==> config.mk <==
export PLATFORM = sky130hd
export DESIGN_NAME = iecdrv_rom_sched
export DESIGN_NICKNAME = d
export VERILOG_FILES = /design/src/rtl/iecdrv_pkg.sv /design/src/rtl/iecdrv_sched_tagpipe.sv /design/src/rtl/iecdrv_rom_sched.sv
export SDC_FILE = /design/constraint.sdc
export NUM_CORES = 1
export LEC_CHECK = 0
export BUFFER_PORTS_ARGS = -buffer_cell sky130_fd_sc_hd__buf_2
export CORE_ASPECT_RATIO = 0.6
export CORE_UTILIZATION = 50
export CTS_CLUSTER_SIZE = 10
export DETAILED_ROUTE_END_ITERATION = 7
export PLACE_DENSITY = 0.77
export SLEW_MARGIN = 40
export SYNTH_ARGS = -nofsm -noshare
export SYNTH_HDL_FRONTEND = slang
export SYNTH_HIERARCHICAL = 1
export SYNTH_SLANG_ARGS = --single-unit
export TNS_END_PERCENT = 30
==> constraint.sdc <==
create_clock -name clk -period 4.35 [get_ports clk]
set_clock_uncertainty 0.1 [all_clocks]
set_input_delay 0.2175 -clock clk [delete_from_list [all_inputs] [get_ports clk]]
set_output_delay 0.2175 -clock clk [all_outputs]
set_load 0.1 [all_outputs]
==> src/rtl/iecdrv_pkg.sv <==
// rtl/iecdrv_pkg.sv - shared types, constants and ROM address mask for the drive ROM scheduler
package iecdrv_pkg;

  localparam int NDR_MAX = 4;

  localparam logic [1:0] ROM_SZ_8K  = 2'b00;
  localparam logic [1:0] ROM_SZ_16K = 2'b01;
  localparam logic [1:0] ROM_SZ_32K = 2'b11;

  typedef enum logic [1:0] {
    IDLE,
    ISSUE,
    DRAIN
  } sched_state_t;

  // Bits above the fitted ROM size are forced low; the standard ROM always needs bit 13.
  function automatic logic [14:0] rom_mask_addr(input logic [14:0] a,
                                                input logic [1:0]  sz,
                                                input logic        stdrom);
    rom_mask_addr = {a[14] & sz[1], a[13] & (sz[0] | stdrom), a[12:0]};
  endfunction

endpackage

==> src/rtl/iecdrv_sched_tagpipe.sv <==
// rtl/iecdrv_sched_tagpipe.sv - valid/index shift register that tracks outstanding ROM reads
module iecdrv_sched_tagpipe #(
  parameter int DEPTH = 2
) (
  input  logic       clk,
  input  logic       reset,
  input  logic       flush,
  input  logic       in_valid,
  input  logic [1:0] in_idx,
  output logic       out_valid,
  output logic [1:0] out_idx,
  output logic       any_valid
);

  logic [DEPTH-1:0] r_v;
  logic [1:0]       r_idx [DEPTH];

  // Shift one stage per cycle; a flush drops every outstanding read at once.
  always_ff @(posedge clk or posedge reset) begin
    if (reset) begin
      r_v <= '0;
      for (int i = 0; i < DEPTH; i++) r_idx[i] <= 2'd0;
    end else if (flush) begin
      r_v <= '0;
    end else begin
      r_v[0]   <= in_valid;
      r_idx[0] <= in_idx;
      for (int i = 1; i < DEPTH; i++) begin
        r_v[i]   <= r_v[i-1];
        r_idx[i] <= r_idx[i-1];
      end
    end
  end

  assign out_valid = r_v[DEPTH-1];
  assign out_idx   = r_idx[DEPTH-1];
  assign any_valid = |r_v;

endmodule

==> src/rtl/iecdrv_rom_sched.sv <==
// rtl/iecdrv_rom_sched.sv - shares one drive ROM read port among up to four drives; optional IECDRV_ROM_SCHED_OVERRUN_EN
import iecdrv_pkg::*;

module iecdrv_rom_sched #(
  parameter int NDR     = 2,
  parameter int AW      = 15,
  parameter int ROM_LAT = 1
) (
  input  logic           clk,
  input  logic           reset,
  input  logic           ph2_f,
  input  logic [NDR-1:0] drv_en,
  input  logic [AW-1:0]  drv_addr [NDR],
  input  logic [1:0]     rom_sz,
  input  logic           stdrom,
  output logic [AW-1:0]  rom_a,
  input  logic [7:0]     rom_q,
  output logic [7:0]     drv_data [NDR],
  output logic [NDR-1:0] drv_valid,
  output logic           busy,
  output logic           done,
  output logic [0:0]     overrun,
  output logic [7:0]     overrun_cnt
);

  sched_state_t   r_state;
  logic [NDR-1:0] r_pend;
  logic [AW-1:0]  r_addr [NDR];
  logic           r_busy;
  logic           r_done;

  logic           w_abort;
  logic [NDR-1:0] w_pend_nxt;
  logic [1:0]     w_sel_idx;
  logic [AW-1:0]  w_sel_addr;
  logic [AW-1:0]  w_mask_addr;
  logic           w_push;
  logic           w_out_valid;
  logic [1:0]     w_out_idx;
  logic           w_pipe_any;

  assign w_abort = ph2_f & r_busy;
  assign w_push  = (r_state == ISSUE) & ~ph2_f;

  // Pick the lowest-index drive still waiting for its slot in this round.
  always_comb begin
    w_pend_nxt = r_pend;
    w_sel_idx  = 2'd0;
    w_sel_addr = r_addr[0];
    for (int i = NDR - 1; i >= 0; i--) begin
      if (r_pend[i]) begin
        w_sel_idx  = 2'(i);
        w_sel_addr = r_addr[i];
      end
    end
    for (int i = 0; i < NDR; i++) begin
      if (w_sel_idx == 2'(i)) w_pend_nxt[i] = 1'b0;
    end
  end

  assign w_mask_addr = AW'(rom_mask_addr(15'(w_sel_addr), rom_sz, stdrom));

  // Round sequencing: snapshot on ph2_f (restarting any round in flight), issue, then drain.
  always_ff @(posedge clk or posedge reset) begin
    if (reset) begin
      r_state <= IDLE;
      r_pend  <= '0;
      r_busy  <= 1'b0;
      r_done  <= 1'b0;
      rom_a   <= '0;
      for (int i = 0; i < NDR; i++) r_addr[i] <= '0;
    end else begin
      r_done <= 1'b0;
      if (ph2_f) begin
        r_pend  <= drv_en;
        r_busy  <= 1'b1;
        r_state <= (|drv_en) ? ISSUE : DRAIN;
        for (int i = 0; i < NDR; i++) r_addr[i] <= drv_addr[i];
      end else begin
        case (r_state)
          ISSUE: begin
            rom_a  <= w_mask_addr;
            r_pend <= w_pend_nxt;
            if (w_pend_nxt == '0) r_state <= DRAIN;
          end
          DRAIN: begin
            if (!w_pipe_any) begin
              r_state <= IDLE;
              r_busy  <= 1'b0;
              r_done  <= 1'b1;
            end
          end
          default: r_state <= IDLE;
        endcase
      end
    end
  end

  iecdrv_sched_tagpipe #(
    .DEPTH (ROM_LAT + 1)
  ) u_tagpipe (
    .clk       (clk),
    .reset     (reset),
    .flush     (w_abort),
    .in_valid  (w_push),
    .in_idx    (w_sel_idx),
    .out_valid (w_out_valid),
    .out_idx   (w_out_idx),
    .any_valid (w_pipe_any)
  );

  // Land the ROM byte for the read leaving the tag pipe; an abort suppresses it.
  always_ff @(posedge clk or posedge reset) begin
    if (reset) begin
      drv_valid <= '0;
      for (int i = 0; i < NDR; i++) drv_data[i] <= 8'h00;
    end else begin
      drv_valid <= '0;
      for (int i = 0; i < NDR; i++) begin
        if (w_out_valid && !w_abort && (w_out_idx == 2'(i))) begin
          drv_data[i]  <= rom_q;
          drv_valid[i] <= 1'b1;
        end
      end
    end
  end

  assign busy = r_busy;
  assign done = r_done;

`ifdef IECDRV_ROM_SCHED_OVERRUN_EN
  logic       r_overrun;
  logic [7:0] r_overrun_cnt;

  // Sticky abort flag and saturating abort count.
  always_ff @(posedge clk or posedge reset) begin
    if (reset) begin
      r_overrun     <= 1'b0;
      r_overrun_cnt <= 8'h00;
    end else if (w_abort) begin
      r_overrun <= 1'b1;
      if (r_overrun_cnt != 8'hFF) r_overrun_cnt <= r_overrun_cnt + 8'h01;
    end
  end

  assign overrun     = r_overrun;
  assign overrun_cnt = r_overrun_cnt;
`else
  assign overrun     = 1'b0;
  assign overrun_cnt = 8'h00;
`endif

endmodule

==> Word-level counts from Yosys, hierarchy flattened <==
Index checks and enable logic that the tools add are counted.
{ "word_totals": {"register_bits": 75, "input_bits": 46, "output_inout_bits": 44, "wordCells": 62} }
{ "op_classes": {"n_eq_ne": 7, "mux": 22, "n_bitwise": 6, "n_reduce_logical": 14} }
{ "op_table": {"columns": ["op", "count"], "rows": [
  ["2-to-1 mux 15 bit", 2],
  ["2-to-1 mux 2 bit", 8],
  ["2-to-1 mux 1 bit", 11],
  ["equality test 2 x 1 -> 1 bit, second input constant", 3],
  ["zero test 2 bit", 3],
  ["AND reduction 2 bit", 3],
  ["AND 1 bit", 4],
  ["one-hot mux 2 bit (2 select lines)", 1],
  ["nonzero test 2 bit", 2],
  ["OR reduction 2 bit", 2],
  ["logical AND 1 bit", 3],
  ["!= test 3 x 2 -> 1 bit, second input constant", 1],
  ["!= test 3 bit, second input constant", 1],
  ["equality test 2 bit, second input constant", 1],
  ["!= test 2 bit, second input constant", 1],
  ["zero test 1 bit", 1],
  ["inverter 1 bit", 1],
  ["OR 1 bit", 1]
]} }

==> Longest topological paths before layout <==
Gate-level depths: netlist of run 1.
{ "depth": {"depth_word": 8, "ltp_mapped": 5} }

==> Cells and area by module <==
The synthesis of run 1 kept the hierarchy.
{ "modules_own_cells": {"columns": ["mod", "n_inst", "cells_each", "area_per_inst_um2", "seq_area_each_um2"], "rows": [
  ["iecdrv_rom_sched", 1, 208, 2866.5, 1726.7],
  ["iecdrv_sched_tagpipe", 1, 16, 237.7, 150.1]
]} }

==> Least setup slack after synthesis of run 1 <==
No wires, ideal clock.
{ "synth_timing": {"path_kind": "reg-to-reg", "from": "reg r_busy (netlist: busy)", "to": "reg drv_data[10] in the netlist's numbering", "setup_time_ns": 0.126, "t_arrival_ns": 1.823, "setup_slack_ns": 2.301, "stages_incl_launch_ff": 5, "period_less_slack_ns": 2.049, "path_cell_list": "dfrtp_1 -> nand2_1 -> and4bb_1 -> buf_4 -> mux2_4"} }
{ "synth_between": {"elab_chain_len": 4} }
{ "synth_lines": {"columns": ["item", "line", "text"], "rows": [
  ["from (decl)", "iecdrv_rom_sched.sv:29", "logic r_busy;"],
  ["from (signal assigned)", "iecdrv_rom_sched.sv:68", "r_busy <= 1'b0;"],
  ["from (signal assigned)", "iecdrv_rom_sched.sv:76", "r_busy <= 1'b1;"],
  ["from (signal assigned)", "iecdrv_rom_sched.sv:89", "r_busy <= 1'b0;"],
  ["AND 1 bit", "iecdrv_rom_sched.sv:42", "assign w_abort = ph2_f & r_busy;"],
  ["zero test 1 bit", "iecdrv_rom_sched.sv:120", "if (w_out_valid && !w_abort && (w_out_idx == 2'(i))) begin"],
  ["logical AND 1 bit (2 in a row)", "iecdrv_rom_sched.sv:120", null],
  ["to (signal, indexed assignment)", "iecdrv_rom_sched.sv:121", "drv_data[i] <= rom_q;"],
  ["to (decl)", "iecdrv_rom_sched.sv:18", "output logic [7:0] drv_data [NDR],"]
]} }
Every way passes these cells.
A chain may end at the register's enable or synchronous reset.

==> Worst setup path in the final report of run 1 <==
{ "layout_timing": {"from": "reg r_busy (netlist: busy)", "to": "reg drv_data[9] in the netlist's numbering"} }
Same word-level chain as after synthesis.

==> metrics.md, run 1 <==
| Metric | Value |
|---|---|
| Outcome | `finished, final reports clean` |
| Die width | `104 um` |
| Number of synthesized flops with an enable pin | `0` |
| Final Core Density | `between 60% and 70%` |
| # setup viols final | `0` |
| Type of the worst setup path | `reg2reg` |
| Die H | `around 63 um` |
| Yosys reg bits | `75` |
| Synth Warn # | `6` |
| Power Dens Cells | `574 nW/um^2` |
| Vias | `between 1,500 and 2,000` |
| Final non-filler cell total | `411` |
| Antenna diodes | `0` |
| Sequential area share after synthesis | `60.5%` |
| Final Max Tran Viols | `0` |
| Setup crit end | `drv_data[9]$_DFFE_PP0P_` |
| Final net count | `373` |
| Crit path launch | `busy$_DFFE_PP0P_` |
| Slew @ Worst Pin | `about 0.59 ns` |
| DR WL/cell | `roughly 14 um` |
| Clk buf depth | `2` |
| R2R Path Start | `busy$_DFFE_PP0P_` |
| Clock Root Buffer | `clkbuf_8` |
| Area after DPL | `approximately 3500 um^2` |
| Place WS | `2.04 ns` |
| CP required | `4.47 ns` |
| Met3 wire len | `around 260 um` |
| Setup TNS | `0 ns` |
| Largest cells by area after synthesis | `dfrtp_1 60%, mux2_2 15%, mux2i_1 4.8%` |
| Vias/cell | `4.75` |
| Initial Utilization | `53.7%` |
| Hold WS | `between 0.015 and 0.02 ns` |
| Wire length on met2 | `2670 um` |
| Leakage power | `between 2 and 2.5 nW` |
| Top FF cell, synth | `dfrtp_1` |
| M1 wire length | `around 2700 um` |
| Clock transition at path regs | `0.07 ns` |
| Rows | `21` |
| DRC errors left | `0` |
| Final RePlAce weighted congestion | `0.691` |
| Die ar. | `6540 um^2` |
| Fmax | `605 MHz` |
| Most frequent cells in the layout | `79 x buf_2, 75 x dfrtp_1, 42 x mux2_2` |
| Register-to-Register Path Depth | `3` |
| Placed Instances | `373` |
| CTS tree | `yes` |
| Synth-to-layout area growth | `25.8%` |
| Tot Pwr | `~2.2 mW` |
| Vias in the first global route | `around 2,100` |
| First-pass GRT wire length | `9630 um` |
| Total grt overflow | `0` |
| Cell taking the most area after synthesis | `dfrtp_1` |
| Num CTS Buffers | `9` |
| Share of layout cells above drive strength 1 | `46.2%` |
| Fin area | `approximately 3900 um^2` |
| Synth Cell Area | `3100 um^2` |
| Critical Path Sink Type | `flip-flop` |
| Syn Inst Count | `224` |
| Final wirelength | `between 5000 and 6000 um` |
| Worst IR Drop VDD | `between 0.2 and 0.3 mV` |
| Crit path arrival time | `1.77 ns` |
| RSZ-0062 raised after global routing | `no` |
| Most common cell after layout, fill and taps aside | `buf_2` |
| Hold crit path type | `in2reg` |
| Largest net degree at the start of global routing | `47` |
| Maxcap violations | `0` |
| FFs w/ async S/R, synth | `100%` |
| Final Hold Viols | `0` |
| Startpoint types | `flip-flop` |
| Post-DP HPWL | `~3800 um` |
| Min setup slack post-route | `2.70 ns` |
| Total global-route track usage | `~19%` |
| Min Tclk post-route | `between 1.5 and 2 ns` |
| Sink Count | `75` |
| I/O Buffers | `80` |
| Share of the synthesized area in the top cell type | `60.5%` |
| Initial DRC Count | `26` |
| Period utilization | `38.0%` |
| Highest Signal Layer | `met4` |
| DRT antenna net count | `0` |
| I/O Pins | `90` |
| Antenna violations before repair | `0` |
| H-tree depth | `3` |
| R2R setup slack | `2.70 ns` |
| Clk Latency, worst-skew pair | `0.34 ns` |
| Synth unique cells | `25` |
| Crit-path max FO | `9` |
| Mean area per synthesized cell | `13.9 um^2` |
| First drt pass iteration count | `4` |
| Relative slew slack | `60.5%` |
| Reg-to-reg endpoint | `drv_data[9]$_DFFE_PP0P_` |
| Core box area | `5780 um^2` |
-- cell families after synthesis --
group,Yosys count,synth area share (%)
DFF,75,60.5
muxes,65,23.9
and+or+nand+nor,33,5.68
buffers and inverters,27,5.72
AOI/OAI and AO/OA,23,4.07
other,1,0.121
-- timing repair --
| item | in CTS | in global routing |
|---|---|---|
| setup buffers | 0 | 0 |
| resized for setup | 0 | 0 |
| hold buffers | 22 | 1 |
| endpoints found under the hold margin | 72 | 1 |
-- layer usage --
metal	GRT usage [%]	vias to the layer above
met4	5.89	0
met3	6.78	2
met5	0	-
met2	31.5	55
li1	-	950
met1	24.8	946
-- worst max-delay path: stages, from the launching register on --
cell	delay, ns
dfrtp_1	0.40
nand2_1	0.11
and4bb_1	0.58
mux2_4	0.35
-- power by group --
group / switching [mW] / total (mW) / internal, mW
sequential: 0.0614 / 0.870 / 0.809
combinational: 0.700 / 0.880 / 0.180
clock: 0.230 / 0.490 / 0.261
-- sequential cells by signal, summed over array words and instances (netlist names), 2 cells and up --
signal and flops:
drv_data 16, drv_valid 2, r_addr 30, r_pend 2, r_state 2, rom_a 15
u_tagpipe/out_idx 2, u_tagpipe/r_idx 2, u_tagpipe/r_v 2
-- worst min path at each step --
stage / depth (start not counted) / end / startpoint / slack [ns]
floorplan: 1 / u_tagpipe/out_idx[0]$_DFFE_PP0N_ / reset / -0.09
global placement: 2 / u_tagpipe/r_idx[3]$_DFFE_PP0N_ / reset / 0.06
detailed placement: 2 / u_tagpipe/r_idx[3]$_DFFE_PP0N_ / reset / 0.08
CTS: 3 / r_pend[1]$_DFFE_PP0P_ / drv_en[1] / 0.0009
global route: 2 / r_addr[9]$_DFFE_PP0P_ / drv_addr[9] / 0.002
finish: 2 / r_addr[25]$_DFFE_PP0P_ / drv_addr[25] / 0.02
-- synth_stat cells, types with 2 or more instances --
cell and instances:
and2b_2 2, o21ai_1 5, mux2i_1 15, buf_6 3
nand2b_1 2, buf_4 12, o21ai_0 14, mux2_4 8
nor2_1 2, mux2_2 42, buf_2 6, nand2_1 21
inv_1 5, dfrtp_1 75, o21ai_2 2
-- layout make-up --
cell class / instances / area [um^2]
sequential: 75 / 1880
clock buffer: 12 / 135
inverter: 6 / 26.3
multi-input combinational: 131 / 1090
tap: 80 / 100
fill: 455 / 1880
timing repair buffer: 104 / 641
clock inverter: 3 / 40.0
(Power assumes the default switching activity.)
==> run 2: changes to the inputs <==
- CORE_UTILIZATION: 50 -> 46
- PLACE_DENSITY: 0.77 -> 0.75
- clock period: 4.35 -> 1.35 ns (I/O delays scaled with it)
==> run 2 against run 1 <==
  * The run now ends with negative setup slack left
  * Global-route usage is 0.84 points higher
  * Register-to-register slack worse by 2.8 ns
  * First-iteration DRC count grew to 2.6 times the previous value
  * Wire length is 18% higher
  * Power grew to 3.4 times the previous value
  * Final cell count is 10% higher
  * Sequential share of layout area is 5.7 points lower
  * Die area is 8.5% higher
  * Combinational power grew to 3.5 times the previous value
  * Clock-buffer cell count is 2 lower
  * Largest power group unchanged
==> metrics.md, run 2 (synthesized netlist as in run 1, its figures left out) <==
| Metric | Value |
|---|---|
| Final Max Tran Viols | `0 (unchanged)` |
| Min Tclk post-route | `1.50 ns (-0.155 ns)` |
| Register with the most flip-flops | `r_addr` |
| Highest Signal Layer | `met4` |
| Max stage delay on crit path | `0.50 ns (-0.08 ns)` |
| Vias in the first global route | `2,231 (+8.5%)` |
| Hold crit path type | `in2async` |
| Vias/cell | `4.75 (about the same)` |
| Sink Count | `75 (unchanged)` |
| Die ar. | `7090 um^2 (+8.5%)` |
| Die H | `65.6 um (+4.1%)` |
| Maxcap violations | `0 (unchanged)` |
| Total global-route track usage | `20.3% (+0.84 points)` |
| Tot Pwr | `7.58 mW (+240%)` |
| Register-to-Register Path Depth | `4 (+1)` |
| Startpoint types | `flip-flop` |
| Largest regs | `r_addr x30, drv_data x16, rom_a x15` |
| CP cell instances | `nand2_4 -> and4bb_1 -> buf_12 -> mux2_4` |
| Period utilization | `111% (+73 points)` |
| Clk buf depth | `2 (unchanged)` |
| Fmax | `668 MHz (+10%)` |
| # setup viols final | `21 (+21)` |
| Met3 wire len | `330 um (+27%)` |
| R2R setup slack | `-0.15 ns (-2.84 ns)` |
| Rows | `22 (+4.8%)` |
| Wire length on met2 | `3190 um (+20%)` |
| Final net count | `411 (+10%)` |
| Most common cell after layout, fill and taps aside | `dfrtp_1` |
| Crit path arrival time | `1.62 ns (-0.15 ns)` |
| Crit-path max FO | `9 (unchanged)` |
| Final non-filler cell total | `454 (+10%)` |
| First drt pass iteration count | `4 (unchanged)` |
| H-tree depth | `3 (unchanged)` |
| Crit-path slowest cell | `dfrtp_4` |
| First-pass GRT wire length | `10,700 um (+11%)` |
| Final wirelength | `6590 um (+18%)` |
| CP required | `1.47 ns (-3.00 ns)` |
| Share of layout cells above drive strength 1 | `48.9% (+2.7 points)` |
| Final RePlAce weighted congestion | `0.748 (+8.2%)` |
| Core box area | `6300 um^2 (+9.0%)` |
| Reg-to-reg endpoint | `drv_data[14]$_DFFE_PP0P_` |
| Initial DRC Count | `68 (+160%)` |
| Placed Instances | `390 (+4.6%)` |
| Clock Root Buffer | `clkbuf_8` |
| Post-DP HPWL | `4090 um (+6.8%)` |
| Worst IR Drop VDD | `1.14 mV (+320%)` |
| I/O Buffers | `80 (unchanged)` |
| Clock transition at path regs | `0.08 ns (about the same)` |
| Synth-to-layout area growth | `43.1%` |
| Min setup slack post-route | `-0.147 ns (-2.84 ns)` |
| Initial Utilization | `49.2% (-4.5 points)` |
| Total grt overflow | `0 (unchanged)` |
| Largest net degree at the start of global routing | `37 (-21%)` |
| Leakage power | `2.27 nW (+11%)` |
| RSZ-0062 raised after global routing | `yes` |
| Antenna violations before repair | `0 (unchanged)` |
| Power Dens Cells | `1710 nW/um^2 (+200%)` |
| CTS tree | `yes` |
| Type of the worst setup path | `reg2reg` |
| Max reg flops | `30 (unchanged)` |
| DRC errors left | `0 (unchanged)` |
| M1 wire length | `3000 um (+13%)` |
| Critical Path Sink Type | `flip-flop` |
| Outcome | `finished with violations` |
| Most frequent cells in the layout | `74 x dfrtp_1, 72 x buf_2, 45 x dlygate4sd3_1` |
| Final Hold Viols | `0 (unchanged)` |
| DRT antenna net count | `0 (unchanged)` |
| Die width | `108 um (+4.2%)` |
| DR WL/cell | `14.5 um (+6.5%)` |
| Num CTS Buffers | `9 (unchanged)` |
| Vias | `2,157 (+10%)` |
| I/O Pins | `90 (unchanged)` |
| Failing checks | `negative setup slack` |
| R2R Path Start | `busy$_DFFE_PP0P_` |
| Antenna diodes | `0 (unchanged)` |
| Clk Latency, worst-skew pair | `0.34 ns (about the same)` |
[run 2: cell count changes in the layout (fill, tap and decap cells not counted), moves of 3 or more]
cell | previous run | this run
dlygate4sd3_1 | 23 | 45
buf_4 | 2 | 10
o21ai_0 | 14 | 6
buf_2 | 79 | 72
clkbuf_4 | 0 | 7
o21ai_1 | 5 | 11
nand2_1 | 21 | 16
buf_12 | 0 | 4
clkinv_4 | 0 | 3
nand2_4 | 0 | 3
[run 2: worst max-delay path by stage]
stage                     startpoint                       end  slack [ns]  depth (start not counted)
finish              busy$_DFFE_PP0P_  drv_data[14]$_DFFE_PP0P_       -0.15                          4
global placement    busy$_DFFE_PP0P_  drv_data[15]$_DFFE_PP0P_       -0.09                          4
floorplan           busy$_DFFE_PP0P_  drv_data[10]$_DFFE_PP0P_       -0.25                          4
CTS                 busy$_DFFE_PP0P_  drv_data[14]$_DFFE_PP0P_       -0.13                          4
detailed placement  busy$_DFFE_PP0P_   drv_data[8]$_DFFE_PP0P_       -0.11                          4
global route        busy$_DFFE_PP0P_  drv_data[14]$_DFFE_PP0P_       -0.19                          4
[run 2: metal layers]
metal / up-vias / global-route usage (%)
li1: 1031 / -
met1: 1059 / 25.7
met2: 58 / 33.4
met3: 9 / 6.65
met4: 0 / 5.65
met5: - / 0
[run 2: final cells by class]
type | instances | area, um^2
Sequential cell | 75 | 1880
Fill cell | 465 | 1860
Multi-Input combinational cell | 131 | 1140
Timing Repair Buffer | 142 | 1090
Clock buffer | 10 | 128
Tap cell | 84 | 105
Clock inverter | 6 | 66.3
Inverter | 6 | 27.5
[run 2: per-stage QoR]
step	hold slack [ns]	area [um^2]	setup TNS [ns]	worst slack (ns)	utilization, %
after floorplan	-0.242	3150	-3.42	-0.251	-
after global placement	-0.0803	3660	-0.908	-0.0897	58.0
after detailed placement	-0.0746	3660	-1.35	-0.115	58.0
after CTS	0.0563	4310	-1.00	-0.125	68.4
after global routing	0.115	4440	-2.81	-0.187	70.5
final	0.114	4440	-1.71	-0.147	70.5
[run 2: worst max-delay path, delay by kind of cell, from the launching register on]
family | cells | cell delay [ns]
muxes | 1 | 0.30
DFF | 1 | 0.50
and+or+nand+nor | 2 | 0.32
buffers and inverters | 1 | 0.15
[run 2: what timing repair did]
| item | in CTS | in global routing |
|---|---|---|
| hold buffers | 45 | 0 |
| endpoints found under the setup margin | 26 | 43 |
| gates cloned | 0 | 2 |
| resized for setup | 5 | 26 |
| endpoints found under the hold margin | 129 | 0 |
| pin swaps | 0 | 5 |
| setup buffers | 0 | 1 |
[run 2: power breakdown]
part           internal, mW  switching (mW)
registers              2.61           0.222
clock network         0.858           0.820
logic                 0.759            2.32
total                  4.22            3.36
==> run 3: changes to the inputs <==
==> constraint.sdc (replaced) <==
create_clock -name clk -period 1.35 [get_ports clk]
set_clock_uncertainty 0.1 [all_clocks]
set_input_delay 0.27 -clock clk [delete_from_list [all_inputs] [get_ports clk]]
set_output_delay 0.27 -clock clk [all_outputs]
set_load 0.1 [all_outputs]
==> run 3 against run 2 <==
  * The flow still finishes with violations (negative setup slack)
  * First-iteration DRC count fell by 44%
  * Final area up 1.4%
  * Critical path depth shrank 1
  * Sequential power rose by 4%
  * Global-route usage fell by 0.60 points
  * Utilization rose by 0.97 points
  * Wire length fell by 6.0%
  * Final cell count down 9.5%
  * Clock power down 7%
  * Highest routed layer unchanged
  * Combinational power increased by 20%
  * Setup slack improved by 0.056 ns
  * Critical endpoint is now drv_data[10]$_DFFE_PP0P_
  * Fmax rose by 3.9%
==> metrics.md, run 3 (synthesized netlist as in run 1, its figures left out) <==
| Metric | Value |
|---|---|
| Outcome | `finished with violations` |
| Failing checks | `negative setup slack` |
| Area after DPL | `4190 um^2 (+14%)` |
| DRT antenna net count | `0 (unchanged)` |
| Vias in the first global route | `2,074 (-7.0%)` |
| # setup viols final | `19 (-9.5%)` |
| CP cell instances | `and4bb_4 -> buf_12 -> mux2_4` |
| First drt pass iteration count | `4 (unchanged)` |
| I/O Buffers | `80 (unchanged)` |
| Tot Pwr | `8.21 mW (+8.3%)` |
| Max stage delay on crit path | `0.42 ns (-0.08 ns)` |
| Clock Root Buffer | `clkbuf_8` |
| Startpoint types | `flip-flop` |
| Clock transition at path regs | `0.07 ns (about the same)` |
| Type of the worst setup path | `reg2reg` |
| Fmax | `694 MHz (+3.9%)` |
| Final wirelength | `6200 um (-6.0%)` |
| I/O Pins | `90 (unchanged)` |
| Bufs and invs on worst path | `1 (unchanged)` |
| CP required | `1.48 ns (about the same)` |
| Share of layout cells above drive strength 1 | `54.1% (+5.2 points)` |
| Die width | `108 um (unchanged)` |
| Cell class contributing the biggest share of worst-path delay | `flip-flops` |
| Final net count | `369 (-10%)` |
| Final RePlAce weighted congestion | `0.754 (+0.84%)` |
| Most common cell after layout, fill and taps aside | `dfrtp_1` |
| Most frequent cells in the layout | `75 x dfrtp_1, 45 x buf_2, 40 x mux2_2, 40 x buf_12, 20 x nand2_1` |
| Clk Latency, worst-skew pair | `0.35 ns (about the same)` |
| Maxcap violations | `0 (unchanged)` |
| Total grt overflow | `0 (unchanged)` |
| CTS tree | `yes` |
| Final non-filler cell total | `411 (-9.5%)` |
| Worst IR Drop VDD | `0.938 mV (-17%)` |
| Post-DP HPWL | `4510 um (+10%)` |
| Largest net degree at the start of global routing | `36 (-2.7%)` |
| Crit-path slowest cell | `dfrtp_1` |
| Min setup slack post-route | `-0.0909 ns (+0.0564 ns)` |
| Rows | `22 (unchanged)` |
| Crit path launch | `u_tagpipe/out_idx[1]$_DFFE_PP0N_` |
| Hold crit path type | `in2reg` |
| DR WL/cell | `15.1 um (+3.8%)` |
| Total global-route track usage | `19.7% (-0.60 points)` |
| R2R setup slack | `-0.09 ns (+0.06 ns)` |
| Initial DRC Count | `38 (-44%)` |
| Antenna diodes | `0 (unchanged)` |
| Die H | `65.6 um (unchanged)` |
| Critical Path Sink Type | `flip-flop` |
| Power Dens Cells | `1820 nW/um^2 (+6.8%)` |
| Num CTS Buffers | `9 (unchanged)` |
| RSZ-0062 raised after global routing | `yes` |
| Min Tclk post-route | `1.44 ns (-0.0564 ns)` |
| Max reg flops | `30 (unchanged)` |
| Sink Count | `75 (unchanged)` |
| Placed Instances | `390 (unchanged)` |
| Final Max Tran Viols | `0 (unchanged)` |
| Vias/cell | `4.81 (+1.2%)` |
| Leakage power | `2.24 nW (-1.5%)` |
| Largest regs | `r_addr x30, drv_data x16, rom_a x15` |
| Hold Path Origin | `drv_addr[20]` |
| Initial Utilization | `49.2% (unchanged)` |
| DRC errors left | `0 (unchanged)` |
| R2R Path Start | `u_tagpipe/out_idx[1]$_DFFE_PP0N_` |
| Period utilization | `107% (-4.2 points)` |
| Crit-path max FO | `5 (-4)` |
| Register with the most flip-flops | `r_addr` |
| Synth-to-layout area growth | `45.1%` |
| Crit path arrival time | `1.57 ns (-0.05 ns)` |
| Die ar. | `7090 um^2 (unchanged)` |
| Fin area | `4500 um^2 (+1.4%)` |
| Core box area | `6300 um^2 (unchanged)` |
| Vias | `1,976 (-8.4%)` |
| Antenna violations before repair | `0 (unchanged)` |
| First-pass GRT wire length | `10,200 um (-4.4%)` |
| Final Hold Viols | `0 (unchanged)` |
| Clk buf depth | `2 (unchanged)` |
| H-tree depth | `3 (unchanged)` |
[run 3: changes by cell type in the layout (fill, tap and decap cells not counted), sizes merged]
cell         previous run  this run
clkinv                  6         3
dlygate4sd3            45         1
clkbuf                 19        14
bufinv                  1         0
buf                    88        98
[run 3: cell type report]
cell class / instances / area, um^2
clock buffer: 13 / 169
clock inverter: 2 / 10.0
fill: 404 / 1800
inverter: 6 / 32.5
multi-input combinational: 131 / 1120
sequential: 75 / 1880
tap: 84 / 105
timing repair buffer: 100 / 1190
[run 3: repair_timing]
action	in CTS	in global routing
pin swaps	0	1
setup buffers	3	0
hold buffers	1	0
cloned	1	1
endpoints found under the hold margin	74	0
setup endpoints to repair	24	47
gates resized for setup	12	12
[run 3: per-layer routing]
layer  up-vias  track usage, %  share of wire [%]
met5         -               0                  0
met4         0            4.28               0.77
met3         7            8.83                7.4
met2        56            30.1                 47
met1       972            25.7                 45
li1        941               -                  -
[run 3: path summary, 6_finish.rpt]
path                            cells after the start                                to
worst min-delay path                                2            r_addr[20]$_DFFE_PP0P_
worst max-delay path                                3          drv_data[10]$_DFFE_PP0P_
worst min register to register                      1            r_addr[12]$_DFFE_PP0P_
min in group asynchronous                           3  u_tagpipe/out_idx[0]$_DFFE_PP0N_
max in group asynchronous                           4           drv_data[8]$_DFFE_PP0P_
worst max register to register                      3          drv_data[10]$_DFFE_PP0P_
[run 3: power by group]
part	leakage (nW)	internal (mW)	total, mW	switching, mW
combinational	1.21	1.38	3.68	2.31
clock	0.0953	0.803	1.57	0.771
sequential	0.932	2.61	2.95	0.342
total	2.24	4.79	8.21	3.42
[run 3: stage by stage]
step	TNS, ns	setup slack (ns)	util, %	hold WS (ns)
final	-0.859	-0.0909	71.5	0.0537
after detailed placement	-2.31	-0.136	66.4	0.131
after floorplan	-13.64	-0.699	-	-0.0390
after CTS	-0.532	-0.0831	70.6	0.0395
after global routing	-2.18	-0.116	71.5	0.0436
after global placement	-1.01	-0.0620	66.4	0.118
